File: src/rtl/jk_bank_arbiter.sv
// rtl/jk_bank_arbiter.sv - round-robin arbiter/sequencer for a shared external JK flip-flop bank
//
// Purpose:
//    Two requesters share one bank of WIDTH JK flip-flops. A granted command
//    (hold/reset/set/toggle under a per-bit mask) is driven onto J/K for one
//    clock. With JK_BANK_CHECK_EN defined, the bank Q is read back one cycle
//    later and compared against the expected value.
//
// Configuration macro:
//    JK_BANK_CHECK_EN  defined   : IDLE -> DRIVE -> CHECK -> DONE, ERR reports readback
//                      undefined : IDLE -> DRIVE -> DONE, ERR tied to 0
//
// Ports:
//    clk        in   rising-edge clock, shared with the JK bank
//    rst_n      in   asynchronous active-low reset
//    req[1:0]   in   request per requester (bit 0 = requester 0)
//    op0, op1   in   opcode per requester: 00 hold, 01 reset, 10 set, 11 toggle
//    mask0/1    in   per-bit select per requester
//    q          in   current outputs of the JK bank
//    j, k       out  JK bank inputs (registered)
//    gnt[1:0]   out  one-hot grant pulse
//    done[1:0]  out  one-hot completion pulse to the owner
//    err        out  readback mismatch, valid only while done is nonzero
//    busy       out  high whenever the sequencer is not idle

module jk_bank_arbiter #(
   parameter int WIDTH = 4
) (
   input  logic             clk,
   input  logic             rst_n,
   input  logic [1:0]       req,
   input  logic [1:0]       op0,
   input  logic [WIDTH-1:0] mask0,
   input  logic [1:0]       op1,
   input  logic [WIDTH-1:0] mask1,
   input  logic [WIDTH-1:0] q,
   output logic [WIDTH-1:0] j,
   output logic [WIDTH-1:0] k,
   output logic [1:0]       gnt,
   output logic [1:0]       done,
   output logic             err,
   output logic             busy
);

   typedef enum logic [1:0] {
      S_IDLE  = 2'd0,
      S_DRIVE = 2'd1,
      S_CHECK = 2'd2,
      S_DONE  = 2'd3
   } state_t;

   state_t           state_q, state_d;
   logic             ptr_q, ptr_d;
   logic             owner_q, owner_d;
   logic [WIDTH-1:0] j_q, j_d;
   logic [WIDTH-1:0] k_q, k_d;
   logic [1:0]       gnt_q, gnt_d;
   logic [1:0]       done_q, done_d;
   logic             err_q, err_d;
   logic             busy_q, busy_d;

   // Winner of the current request pattern; the pointer only matters on a tie.
   logic             win_owner;
   logic [1:0]       sel_op;
   logic [WIDTH-1:0] sel_mask;
   logic [WIDTH-1:0] sel_j;
   logic [WIDTH-1:0] sel_k;

   always_comb begin
      win_owner = (req == 2'b10) || ((req == 2'b11) && ptr_q);
      sel_op    = win_owner ? op1 : op0;
      sel_mask  = win_owner ? mask1 : mask0;
      // Opcode bit 1 is J, bit 0 is K for every masked bit.
      sel_j     = sel_mask & {WIDTH{sel_op[1]}};
      sel_k     = sel_mask & {WIDTH{sel_op[0]}};
   end

`ifdef JK_BANK_CHECK_EN
   logic [WIDTH-1:0] exp_q, exp_d;
   logic [WIDTH-1:0] sel_exp;

   // Expected bank value after the drive is the JK characteristic equation
   // applied to the snapshot; unmasked bits have J=K=0 and so keep their value.
   assign sel_exp = (sel_j & ~q) | (~sel_k & q);
`else
   logic unused_q;
   assign unused_q = ^q;
`endif

   // State register
   always_ff @(posedge clk or negedge rst_n) begin
      if (!rst_n) begin
         state_q <= S_IDLE;
      end else begin
         state_q <= state_d;
      end
   end

   // Next-state logic
   always_comb begin
      state_d = state_q;
      case (state_q)
         S_IDLE: begin
            if (|req) state_d = S_DRIVE;
         end
         S_DRIVE: begin
`ifdef JK_BANK_CHECK_EN
            state_d = S_CHECK;
`else
            state_d = S_DONE;
`endif
         end
         S_CHECK: state_d = S_DONE;
         S_DONE:  state_d = S_IDLE;
         default: state_d = S_IDLE;
      endcase
   end

   // Output / datapath next values; every output is taken from a flop.
   always_comb begin
      owner_d = owner_q;
      ptr_d   = ptr_q;
      j_d     = '0;
      k_d     = '0;
      gnt_d   = 2'b00;
      done_d  = 2'b00;
      err_d   = 1'b0;
`ifdef JK_BANK_CHECK_EN
      exp_d   = exp_q;
`endif
      case (state_q)
         S_IDLE: begin
            if (|req) begin
               owner_d = win_owner;
               j_d     = sel_j;
               k_d     = sel_k;
               gnt_d   = {win_owner, ~win_owner};
`ifdef JK_BANK_CHECK_EN
               exp_d   = sel_exp;
`endif
            end
         end
         S_DRIVE: begin
`ifndef JK_BANK_CHECK_EN
            done_d = {owner_q, ~owner_q};
`endif
         end
         S_CHECK: begin
`ifdef JK_BANK_CHECK_EN
            done_d = {owner_q, ~owner_q};
            err_d  = |(q ^ exp_q);
`endif
         end
         S_DONE: begin
            // Give the other requester priority on the next tie.
            ptr_d = ~owner_q;
         end
         default: ;
      endcase
      busy_d = (state_d != S_IDLE);
   end

   always_ff @(posedge clk or negedge rst_n) begin
      if (!rst_n) begin
         ptr_q   <= 1'b0;
         owner_q <= 1'b0;
         j_q     <= '0;
         k_q     <= '0;
         gnt_q   <= 2'b00;
         done_q  <= 2'b00;
         err_q   <= 1'b0;
         busy_q  <= 1'b0;
`ifdef JK_BANK_CHECK_EN
         exp_q   <= '0;
`endif
      end else begin
         ptr_q   <= ptr_d;
         owner_q <= owner_d;
         j_q     <= j_d;
         k_q     <= k_d;
         gnt_q   <= gnt_d;
         done_q  <= done_d;
         err_q   <= err_d;
         busy_q  <= busy_d;
`ifdef JK_BANK_CHECK_EN
         exp_q   <= exp_d;
`endif
      end
   end

   assign j    = j_q;
   assign k    = k_q;
   assign gnt  = gnt_q;
   assign done = done_q;
   assign err  = err_q;
   assign busy = busy_q;

endmodule
File: config.mk
export PLATFORM = sky130hd
export DESIGN_NAME = jk_bank_arbiter
export DESIGN_NICKNAME = d
export VERILOG_FILES = /design/src/rtl/jk_bank_arbiter.sv
export SDC_FILE = /design/constraint.sdc
export NUM_CORES = 1
export LEC_CHECK = 0
export ABC_AREA = 1
export BUFFER_PORTS_ARGS = -buffer_cell sky130_fd_sc_hd__buf_2
export CAP_MARGIN = 20
export CORE_AREA = 5 5 45 55
export DETAILED_ROUTE_END_ITERATION = 6
export DIE_AREA = 0 0 50 60
export PLACE_DENSITY = 0.73
export SKIP_LAST_GASP = 1
export SYNTH_ARGS = -nofsm -noshare
export SYNTH_HDL_FRONTEND = slang
export SYNTH_SLANG_ARGS = --single-unit
export TNS_END_PERCENT = 1
File: constraint.sdc
create_clock -name clk -period 1.4 [get_ports clk]
set_input_delay 0.07 -clock clk [delete_from_list [all_inputs] [get_ports clk]]
set_output_delay 0.07 -clock clk [all_outputs]
set_load 0.01 [all_outputs]
==> summary.md, run 1 <==
| Metric | Value |
|---|---|
| Hold WS | 0.09260 ns |
| Clock Tree Root | clkbuf_4 |
| Layout cells sized above 1 | 0.3590 |
| Core Area | 0.001937 sq mm |
| Final hold viol count | 0 |
| Post-cts resize count | 0 |
| Part of the cycle the worst path needs | 0.8443 |
| Initial Util | 0.4167 |
| Area grow syn2layout | 22.79% |
| Max clock buf depth | 2 |
| Post-synth top flop | dfrtp_1 |
| Final net count | 142 |
| Sequential area share after synthesis | 0.5271 |
| Vias in the first global route | 559 |
| VDD IR max | 0.0005832 V |
| Endpoint type of the worst setup path | flip-flop |
| Setup violations, final | 0 |
| ANT cells | 0 |
| RSZ-0062 raised after global routing | no |
| Total congestion overflow | 0 |
| Mapped Cells | 86 |
| Ys Warns | 0 |
| Via density | 4.423 |
| Total negative slack | 0 ns |
| Num CTS Buffers | 3 |
| Drt first-iter violations | 6 |
| DRC errors left | 0 |
| DR WL met3 | 114 um |
| Fmax | 846.1 MHz |
| Post-Syn Nets | 110 |
| H-tree depth | 1 |
| Initial DRT Pass Iterations | 4 |
| Setup Skew | 0.003386 ns |
| Rows | 18 |
| Max-cap violations | 0 |
| CTS tree | done |
| Latest clock arrival within the worst-skew pair | 0.29 ns |
| Dpl cell area | 953.4 sq um |
| Leak | 0.6069 nW |
| Die H | 60 um |
| Top cell type's share of synthesized area | 0.5271 |
| Pins Over Slew Limit | 0 |
| Run status | finished, final reports clean |
| Final ANT Viol Nets | 0 |
| Class of the worst hold path | in2reg |
| Worst-path fanout max | 4 |
| I/O Buffers | 28 |
| Distinct cells, synth | 17 |
| Clock transition at the registers of the reported paths | 0.09 ns |
| First-pass GRT wire length | 2.339 mm |
| Post-DP HPWL | 1.092 mm |
| Final WL | 1.384 mm |
| Num Clock Sinks | 17 |
| Critical path class | reg2reg |
| Syn avg cell area | 9.384 sq um |
| PD cells | 1557 mW/mm^2 |
| Commonest cells in the netlist | 17 x dfrtp_1, 17 x inv_1, 15 x nand2_1 |
| Post-route cell area | 991.0 sq um |
| Final worst path period need | 1.182 ns |
| #FFs+latches synth | 17 |
| Largest area contributor in the netlist | dfrtp_1 |
| WL met2 | 687 um |
| Die Footprint | 0.003000 sq mm |
| Worst Path Arrival | 1.41 ns |
| Chip width | 50 um |
| Post-synth ARST share | 1.000 |
| Vias | 606 |
| Synth area leaders | dfrtp_1 53%, inv_1 7.9%, nand2_1 7.0% |
| Met1 Wirelength | 541 um |
| WL/cell | 10.10 um |
| Antenna violations before repair | 0 |
| Mapped cell area | 807.0 sq um |
| Largest net degree at the start of global routing | 18 |
| Highest Signal Layer | met4 |
| Placer congestion estimate | 0.7402 |
| Worst setup SP type | flip-flop |
| Number of synthesized flops with an enable pin | 0 |
| I/O pin cnt | 34 |
| Total GRT Usage | 0.1048 |
| Critical Path RT | 1.63 ns |
-- placed cells by master, fill, tap and decap left out --
cell,n
buf_2,28
inv_1,17
dfrtp_1,17
nand2_1,15
nor2_1,11
nand3b_1,4
nand3_2,4
ha_1,4
clkbuf_4,3
nand2_4,2
nor2_2,2
a21oi_1,2
o21ai_0,2
nor2_4,1
inv_2,1
o21bai_1,1
conb_1,1
clkinv_2,1
dlygate4sd3_1,1
-- cells by family after synthesis --
| group | after synthesis | share of synthesized area |
|---|---|---|
| AND/OR/NAND/NOR | 39 | 0.2651 |
| buffers and inverters | 20 | 0.1070 |
| flip-flops | 17 | 0.5271 |
| AO/OA/AOI/OAI | 5 | 0.03411 |
| adder cells (fa/ha/maj) | 4 | 0.06202 |
| other | 1 | 0.004647 |
-- layer usage --
layer | track usage | up-vias
met1 | 0.1317 | 264
li1 | - | 315
met4 | 0.06742 | 0
met3 | 0.02743 | 4
met5 | 0 | -
met2 | 0.1580 | 23
-- through the flow --
stage	instances	utilization	setup WS [ns]	total power, mW
after detailed placement	132	0.4922	0.2391	1.306
after global placement	132	0.4922	0.2443	1.282
after CTS	137	0.5116	0.1987	1.559
final	137	0.5116	0.2180	1.543
after floorplan	86	-	0.3461	1.120
after global routing	137	0.5116	0.09834	1.684
-- cell type report --
cell class                      count  area [sq um]
Fill cell                         197         945.9
Sequential cell                    17         425.4
Multi-Input combinational cell     49         295.3
Timing Repair Buffer               29         150.1
Inverter                           18         67.56
Tap cell                           20         25.02
Clock buffer                        3         22.52
Clock inverter                      1         5.005
-- worst max-delay path, cell delays in order, from the launching register on --
cell and delay, ns:
dfrtp_1 0.42, inv_1 0.09, ha_1 0.16, inv_1 0.08
nor2_4 0.13, nand3_2 0.13, nor2_1 0.11
-- where the power goes --
group | leakage, nW | switching [mW] | internal [mW] | total [mW]
sequential | 0.222 | 0.0527 | 0.638 | 0.691
combinational | 0.367 | 0.361 | 0.236 | 0.597
clock | 0.0177 | 0.149 | 0.106 | 0.255
total | 0.607 | 0.562 | 0.981 | 1.54
-- state kept, by name, indices dropped and copies added (netlist names) --
name     cells
busy         1
done         2
gnt          2
j            4
k            4
owner_q      1
ptr_q        1
state_q      2
-- what timing repair did --
item,4_1_cts,5_1_grt
setup buffers,0,0
endpoints found under the hold margin,17,0
hold buffers,1,0
-- path summary, 6_finish.rpt --
| check | start | endpoint | slack [ns] | cells past startpoint |
|---|---|---|---|---|
| hold reg to reg | owner_q | done[0] | 0.46 | 1 |
| min in group asynchronous | rst_n | j[1] | 0.21 | 2 |
| setup / recovery | state_q[0] | k[1] | 0.22 | 6 |
| setup reg to reg | state_q[0] | k[1] | 0.22 | 6 |
| max in group asynchronous | rst_n | gnt[0] | 0.93 | 2 |
| hold / removal | mask0[2] | k[2] | 0.09 | 5 |
No activity file was read; power rests on OpenSTA's default activity.
==> run 2: changes to the inputs <==
clock period = 1.1 ns   (was 1.4 ns; I/O delays follow)
==> run 2 against run 1 <==
- the run now ends with setup timing left
- hold slack got worse by 0.011 ns
- combinational power increased by 71%
- maximum frequency increased by 5.6%
- largest power group is now combinational cells
- die area unchanged
- setup slack got worse by 0.24 ns
- critical path depth unchanged
- register-to-register slack got worse by 0.24 ns
- sequential share of layout area decreased by 3.3 points
- via count increased by 4.1%
- clock skew about the same
- wire length increased by 5.6%
- cell area increased by 8.3%
==> summary.md, run 2 (synthesis gave the netlist of run 1 again) <==
| Metric | Value |
|---|---|
| Run status | finished, violations left (was finished, final reports clean) |
| Failing checks | setup timing |
| Total negative slack | -0.03330 ns (was 0 ns) |
| Drt first-iter violations | 7 (was 6) |
| Final WL | 1.461 mm (was 1.384 mm) |
| Pre-CTS WS | -0.02960 ns (was 0.2391 ns) |
| Most common cell after layout, fill and taps aside | buf_2 (unchanged) |
| Final net count | 146 (was 142) |
| Hold depth | 5 (unchanged) |
| Largest net degree at the start of global routing | 18 (unchanged) |
| DP Cell Count | 135 (was 132) |
| Vias | 631 (was 606) |
| Fmax | 893.6 MHz (was 846.1 MHz) |
| Endpoint type of the worst setup path | flip-flop (unchanged) |
| Final worst path period need | 1.119 ns (was 1.182 ns) |
| CTS tree | done (unchanged) |
| Part of the cycle the worst path needs | 1.017 (was 0.8443) |
| VDD IR max | 0.0008922 V (was 0.0005832 V) |
| Layout cells sized above 1 | 0.4545 (was 0.3590) |
| Class of the worst hold path | in2reg (unchanged) |
| Post-DP HPWL | 1.090 mm (was 1.092 mm) |
| I/O pin cnt | 34 (unchanged) |
| Worst Path Arrival | 1.35 ns (was 1.41 ns) |
| Worst-path fanout max | 4 (unchanged) |
| Start of the worst register-to-register path | state_q[1] (was state_q[0]) |
| Final ANT Viol Nets | 0 (unchanged) |
| Commonest cells after routing, fill and taps aside | 28 x buf_2, 17 x dfrtp_1, 15 x nand2_1, 14 x inv_1, 7 x nor2_1 (was 28 x buf_2, 17 x inv_1, 17 x dfrtp_1, 15 x nand2_1, 11 x nor2_1) |
| Critical path class | reg2reg (unchanged) |
| H-tree depth | 1 (unchanged) |
| CP Cell Sequence | inv_2, ha_4, inv_4, nor2_4, nand3_4, nor2_1 (was inv_1, ha_1, inv_1, nor2_4, nand3_2, nor2_1) |
| Num CTS Buffers | 3 (unchanged) |
| Latest clock arrival within the worst-skew pair | 0.29 ns (about the same) |
| R2r setup slk | -0.02 ns (was 0.22 ns) |
| Placer congestion estimate | 0.7604 (was 0.7402) |
| I/O Buffers | 28 (unchanged) |
| Via density | 4.475 (was 4.423) |
| Area grow syn2layout | 33.02% (was 22.79%) |
| Initial DRT Pass Iterations | 4 (unchanged) |
| Clock Tree Root | clkbuf_4 (unchanged) |
| Hold Path Sink | k[2] (unchanged) |
| Max-cap violations | 0 (unchanged) |
| Initial Util | 0.4167 (unchanged) |
| DRC errors left | 0 (unchanged) |
| Hold Crit Start | mask0[2] (unchanged) |
| PD cells | 2068 mW/mm^2 (was 1557 mW/mm^2) |
| CP Launch Point | state_q[1] (was state_q[0]) |
| Critical Path RT | 1.33 ns (was 1.63 ns) |
| ANT cells | 0 (unchanged) |
| Final hold viol count | 0 (unchanged) |
| Hold WS | 0.08111 ns (was 0.09260 ns) |
| Worst setup SP type | flip-flop (unchanged) |
| Leak | 0.6238 nW (was 0.6069 nW) |
| Non-Filler Instances | 141 (was 137) |
| Total congestion overflow | 0 (unchanged) |
| Die Footprint | 0.003000 sq mm (unchanged) |
| Final Worst Setup Slack | -0.01910 ns (was 0.2180 ns) |
| Clock transition at the registers of the reported paths | 0.10 ns (was 0.09 ns) |
| Num Clock Sinks | 17 (unchanged) |
| First-pass GRT wire length | 2.380 mm (was 2.339 mm) |
| RSZ-0062 raised after global routing | yes (was no) |
| Pins Over Slew Limit | 0 (unchanged) |
| Rows | 18 (unchanged) |
| Final core utilization | 0.5543 (was 0.5116) |
| Max clock buf depth | 2 (unchanged) |
| Crit-path slowest cell | dfrtp_1 (unchanged) |
| Die H | 60 um (unchanged) |
| Slowest stage delay, CP | 0.40 ns (was 0.42 ns) |
| Setup Skew | 0.003719 ns (was 0.003386 ns) |
| Vias in the first global route | 582 (was 559) |
| Setup violations, final | 2 (was 0) |
| WL/cell | 10.36 um (was 10.10 um) |
| Core Area | 0.001937 sq mm (unchanged) |
| Antenna violations before repair | 0 (unchanged) |
| Chip width | 50 um (unchanged) |
| FF-to-FF End | j[2] (was k[1]) |
| Reg2Reg Depth | 6 (unchanged) |
| Total GRT Usage | 0.1047 (was 0.1048) |
-- run 2: per-stage QoR --
stage / power [mW] / instance area [sq um]
finish: 2.220 / 1074
global route: 2.411 / 1074
CTS: 2.130 / 1044
detailed placement: 1.743 / 975.9
global placement: 1.716 / 975.9
floorplan: 1.426 / 807.0
-- run 2: cell type report --
type	instances	area, sq um
Fill cell	178	863.3
Multi-Input combinational cell	49	345.3
Timing Repair Buffer	33	180.2
Clock inverter	1	5.005
Sequential cell	17	425.4
Inverter	18	70.07
Clock buffer	3	22.52
Tap cell	20	25.02
-- run 2: worst max-delay path, delay by kind of cell (launching register included) --
kind,cells,cell delay (ns)
flip-flops,1,0.40
AND/OR/NAND/NOR,3,0.39
adder cells (fa/ha/maj),1,0.15
buffers and inverters,2,0.12
-- run 2: worst max-delay path by stage --
| stage | endpoint |
|---|---|
| 2_1_floorplan | k[0] |
| 3_3_place_gp | k[0] |
| 3_5_place_dp | k[1] |
| 4_1_cts | k[3] |
| 5_1_grt | j[2] |
| 6_report | j[2] |
-- run 2: where the power goes --
part           switching, mW  internal (mW)  leakage (nW)
logic                  0.563          0.455         0.384
registers             0.0636          0.813         0.222
clock network          0.190          0.135        0.0177
total                  0.817           1.40         0.624
-- run 2: repair_timing --
action	4_1_cts	5_1_grt
pin swaps	3	4
buffers inserted	0	1
cloned	0	0
hold buffers	1	0
setup endpoints to repair	10	8
hold endpoints to repair	17	0
resized for setup	4	9
-- run 2: per-layer routing --
| metal | share of wire | wire length, um | up-vias | track usage |
|---|---|---|---|---|
| met3 | 0.078 | 114 | 4 | 0.02993 |
| met5 | 0 | 0 | - | 0 |
| li1 | - | - | 323 | - |
| met2 | 0.51 | 742 | 24 | 0.1670 |
| met4 | 0.020 | 29 | 0 | 0.06742 |
| met1 | 0.39 | 575 | 280 | 0.1220 |
==> run 3: changes to the inputs <==
CORE_AREA = 5 5 44 53   (was 5 5 45 55)
CTS_BUF_LIST = sky130_fd_sc_hd__clkbuf_8   (was not set)
DIE_AREA = 0 0 49 58   (was 0 0 50 60)
PLACE_DENSITY = 0.77   (was 0.73)
==> run 3 against run 2 <==
- the flow still finishes with violations (setup timing)
- power decreased by 3.7%
- hold slack improved by 0.071 ns
- global-route usage up 0.53 points
- largest cell class unchanged
- largest power group is now registers
==> summary.md, run 3 (synthesis gave the netlist of run 1 again) <==
| Metric | Value |
|---|---|
| Chip width | 49 um (was 50 um) |
| Hold depth | 5 (unchanged) |
| Total GRT Usage | 0.1100 (was 0.1047) |
| Layout cells sized above 1 | 0.3950 (was 0.4545) |
| FF-to-FF End | j[1] (was j[2]) |
| Latest clock arrival within the worst-skew pair | 0.24 ns (was 0.29 ns) |
| Final WL | 1.400 mm (was 1.461 mm) |
| GRT busiest layer | met2 (unchanged) |
| DRC errors left | 0 (unchanged) |
| Met2 usage | 0.1884 (was 0.1670) |
| Pre-CTS WS | -0.05716 ns (was -0.02960 ns) |
| Worst-path fanout max | 4 (unchanged) |
| I/O pin cnt | 34 (unchanged) |
| Hold Crit Start | mask0[3] (was mask0[2]) |
| Clock Tree Root | clkbuf_8 (was clkbuf_4) |
| Part of the cycle the worst path needs | 1.011 (was 1.017) |
| Worst Path Arrival | 1.28 ns (was 1.35 ns) |
| Num Clock Sinks | 17 (unchanged) |
| Commonest cells after routing, fill and taps aside | 28 x buf_2, 17 x dfrtp_1, 16 x inv_1, 15 x nand2_1, 10 x nor2_1 (was 28 x buf_2, 17 x dfrtp_1, 15 x nand2_1, 14 x inv_1, 7 x nor2_1) |
| Vias in the first global route | 611 (was 582) |
| Rows | 17 (was 18) |
| WL/cell | 10.14 um (was 10.36 um) |
| I/O Buffers | 28 (unchanged) |
| Met1 Use GR | 0.1333 (was 0.1220) |
| Pins Over Slew Limit | 0 (unchanged) |
| Antenna violations before repair | 0 (unchanged) |
| R2r setup slk | -0.01 ns (was -0.02 ns) |
| Fmax | 899.1 MHz (was 893.6 MHz) |
| Largest net degree at the start of global routing | 18 (unchanged) |
| Area grow syn2layout | 27.29% (was 33.02%) |
| Leak | 0.6226 nW (was 0.6238 nW) |
| Core Area | 0.001787 sq mm (was 0.001937 sq mm) |
| VDD IR max | 0.001066 V (was 0.0008922 V) |
| Final worst path period need | 1.112 ns (was 1.119 ns) |
| First-pass GRT wire length | 2.511 mm (was 2.380 mm) |
| Setup Skew | 0.004185 ns (was 0.003719 ns) |
| Final net count | 144 (was 146) |
| Drt first-iter violations | 6 (was 7) |
| Hold WS | 0.1523 ns (was 0.08111 ns) |
| ANT cells | 0 (unchanged) |
| Initial Util | 0.4517 (was 0.4167) |
| Hold Path Sink | j[3] (was k[2]) |
| Max-cap violations | 0 (unchanged) |
| Worst setup SP type | flip-flop (unchanged) |
| Initial DRT Pass Iterations | 4 (unchanged) |
| Final hold viol count | 0 (unchanged) |
| Final core utilization | 0.5749 (was 0.5543) |
| Clock transition at the registers of the reported paths | 0.06 ns (was 0.10 ns) |
| CP Cell Sequence | inv_2, ha_2, inv_2, nor2_4, nand3_2, nor2_1 (was inv_2, ha_4, inv_4, nor2_4, nand3_4, nor2_1) |
| Most common cell after layout, fill and taps aside | buf_2 (unchanged) |
| Filler Cell Count | 172 (was 178) |
| Slowest stage delay, CP | 0.40 ns (about the same) |
| DP Cell Count | 133 (was 135) |
| Overall power | 2.138 mW (was 2.220 mW) |
| Die H | 58 um (was 60 um) |
| RSZ-0062 raised after global routing | yes (unchanged) |
| Reg2Reg Depth | 6 (unchanged) |
| Die Footprint | 0.002842 sq mm (was 0.003000 sq mm) |
| Endpoint type of the worst setup path | flip-flop (unchanged) |
| Non-Filler Instances | 138 (was 141) |
| Total congestion overflow | 0 (unchanged) |
| H-tree depth | 1 (unchanged) |
| Crit-path slowest cell | dfrtp_1 (unchanged) |
| Total negative slack | -0.01326 ns (was -0.03330 ns) |
| Critical path class | reg2reg (unchanged) |
| Final Worst Setup Slack | -0.01227 ns (was -0.01910 ns) |
| Critical Path RT | 1.27 ns (was 1.33 ns) |
| Run status | finished, violations left (unchanged) |
| Met3 GRT Util | 0.02314 (was 0.02993) |
| Vias | 614 (was 631) |
| Via density | 4.449 (was 4.475) |
| Failing checks | setup timing (unchanged) |
| Final ANT Viol Nets | 0 (unchanged) |
| Post-DP HPWL | 1.166 mm (was 1.090 mm) |
| Class of the worst hold path | in2reg (unchanged) |
| Max clock buf depth | 2 (unchanged) |
| Start of the worst register-to-register path | state_q[0] (was state_q[1]) |
| CTS tree | done (unchanged) |
| Setup violations, final | 2 (unchanged) |
| Post-route cell area | 0.001027 sq mm (was 0.001074 sq mm) |
| Most used cell, CP | inv_2 |
| Dpl cell area | 967.2 sq um (was 975.9 sq um) |
| PD cells | 2082 mW/mm^2 (was 2068 mW/mm^2) |
| Num CTS Buffers | 3 (unchanged) |
| Placer congestion estimate | 0.6820 (was 0.7604) |
## run 3: area by class of cell
cell class                 instances  area (sq um)  area share
multi-input combinational         49         300.3      0.2923
timing repair buffer              31         165.2      0.1608
sequential                        17         425.4      0.4141
inverter                          18         67.56     0.06577
clock inverter                     1         3.754    0.003654
tap                               19         23.77     0.02314
clock buffer                       3         41.29     0.04019
## run 3: timing repair
item / CTS / global route
hold buffers: 1 / 0
setup buffers: 0 / 0
setup endpoints to repair: 10 / 11
hold endpoints to repair: 17 / 0
pin swaps: 3 / 0
resized for setup: 4 / 0
## run 3: worst max-delay path by stage
stage	slack (ns)	from	cells after the start	endpoint
3_3_place_gp	0.01	state_q[0]	6	k[0]
5_1_grt	-0.09	state_q[1]	5	state_q[0]
3_5_place_dp	-0.06	state_q[0]	6	j[0]
4_1_cts	-0.01	state_q[0]	6	j[1]
2_1_floorplan	0.05	state_q[0]	6	k[0]
6_report	-0.01	state_q[0]	6	j[1]
## run 3: power breakdown
part / internal [mW] / leakage [nW] / switching (mW)
Combinational: 0.346 / 0.374 / 0.489
Clock: 0.246 / 0.0269 / 0.182
Sequential: 0.815 / 0.222 / 0.0607
## run 3: routing by layer
metal / wire (um) / part of all wire
met4: 19 / 0.014
met2: 711 / 0.51
met3: 81 / 0.058
met5: 0 / 0
met1: 587 / 0.42
## run 3: worst max-delay path, delay by kind of cell (launching register included)
family	cells	cell delay, ns
simple gates	3	0.33
fa+ha+maj	1	0.18
buf+inv	2	0.12
flops	1	0.40
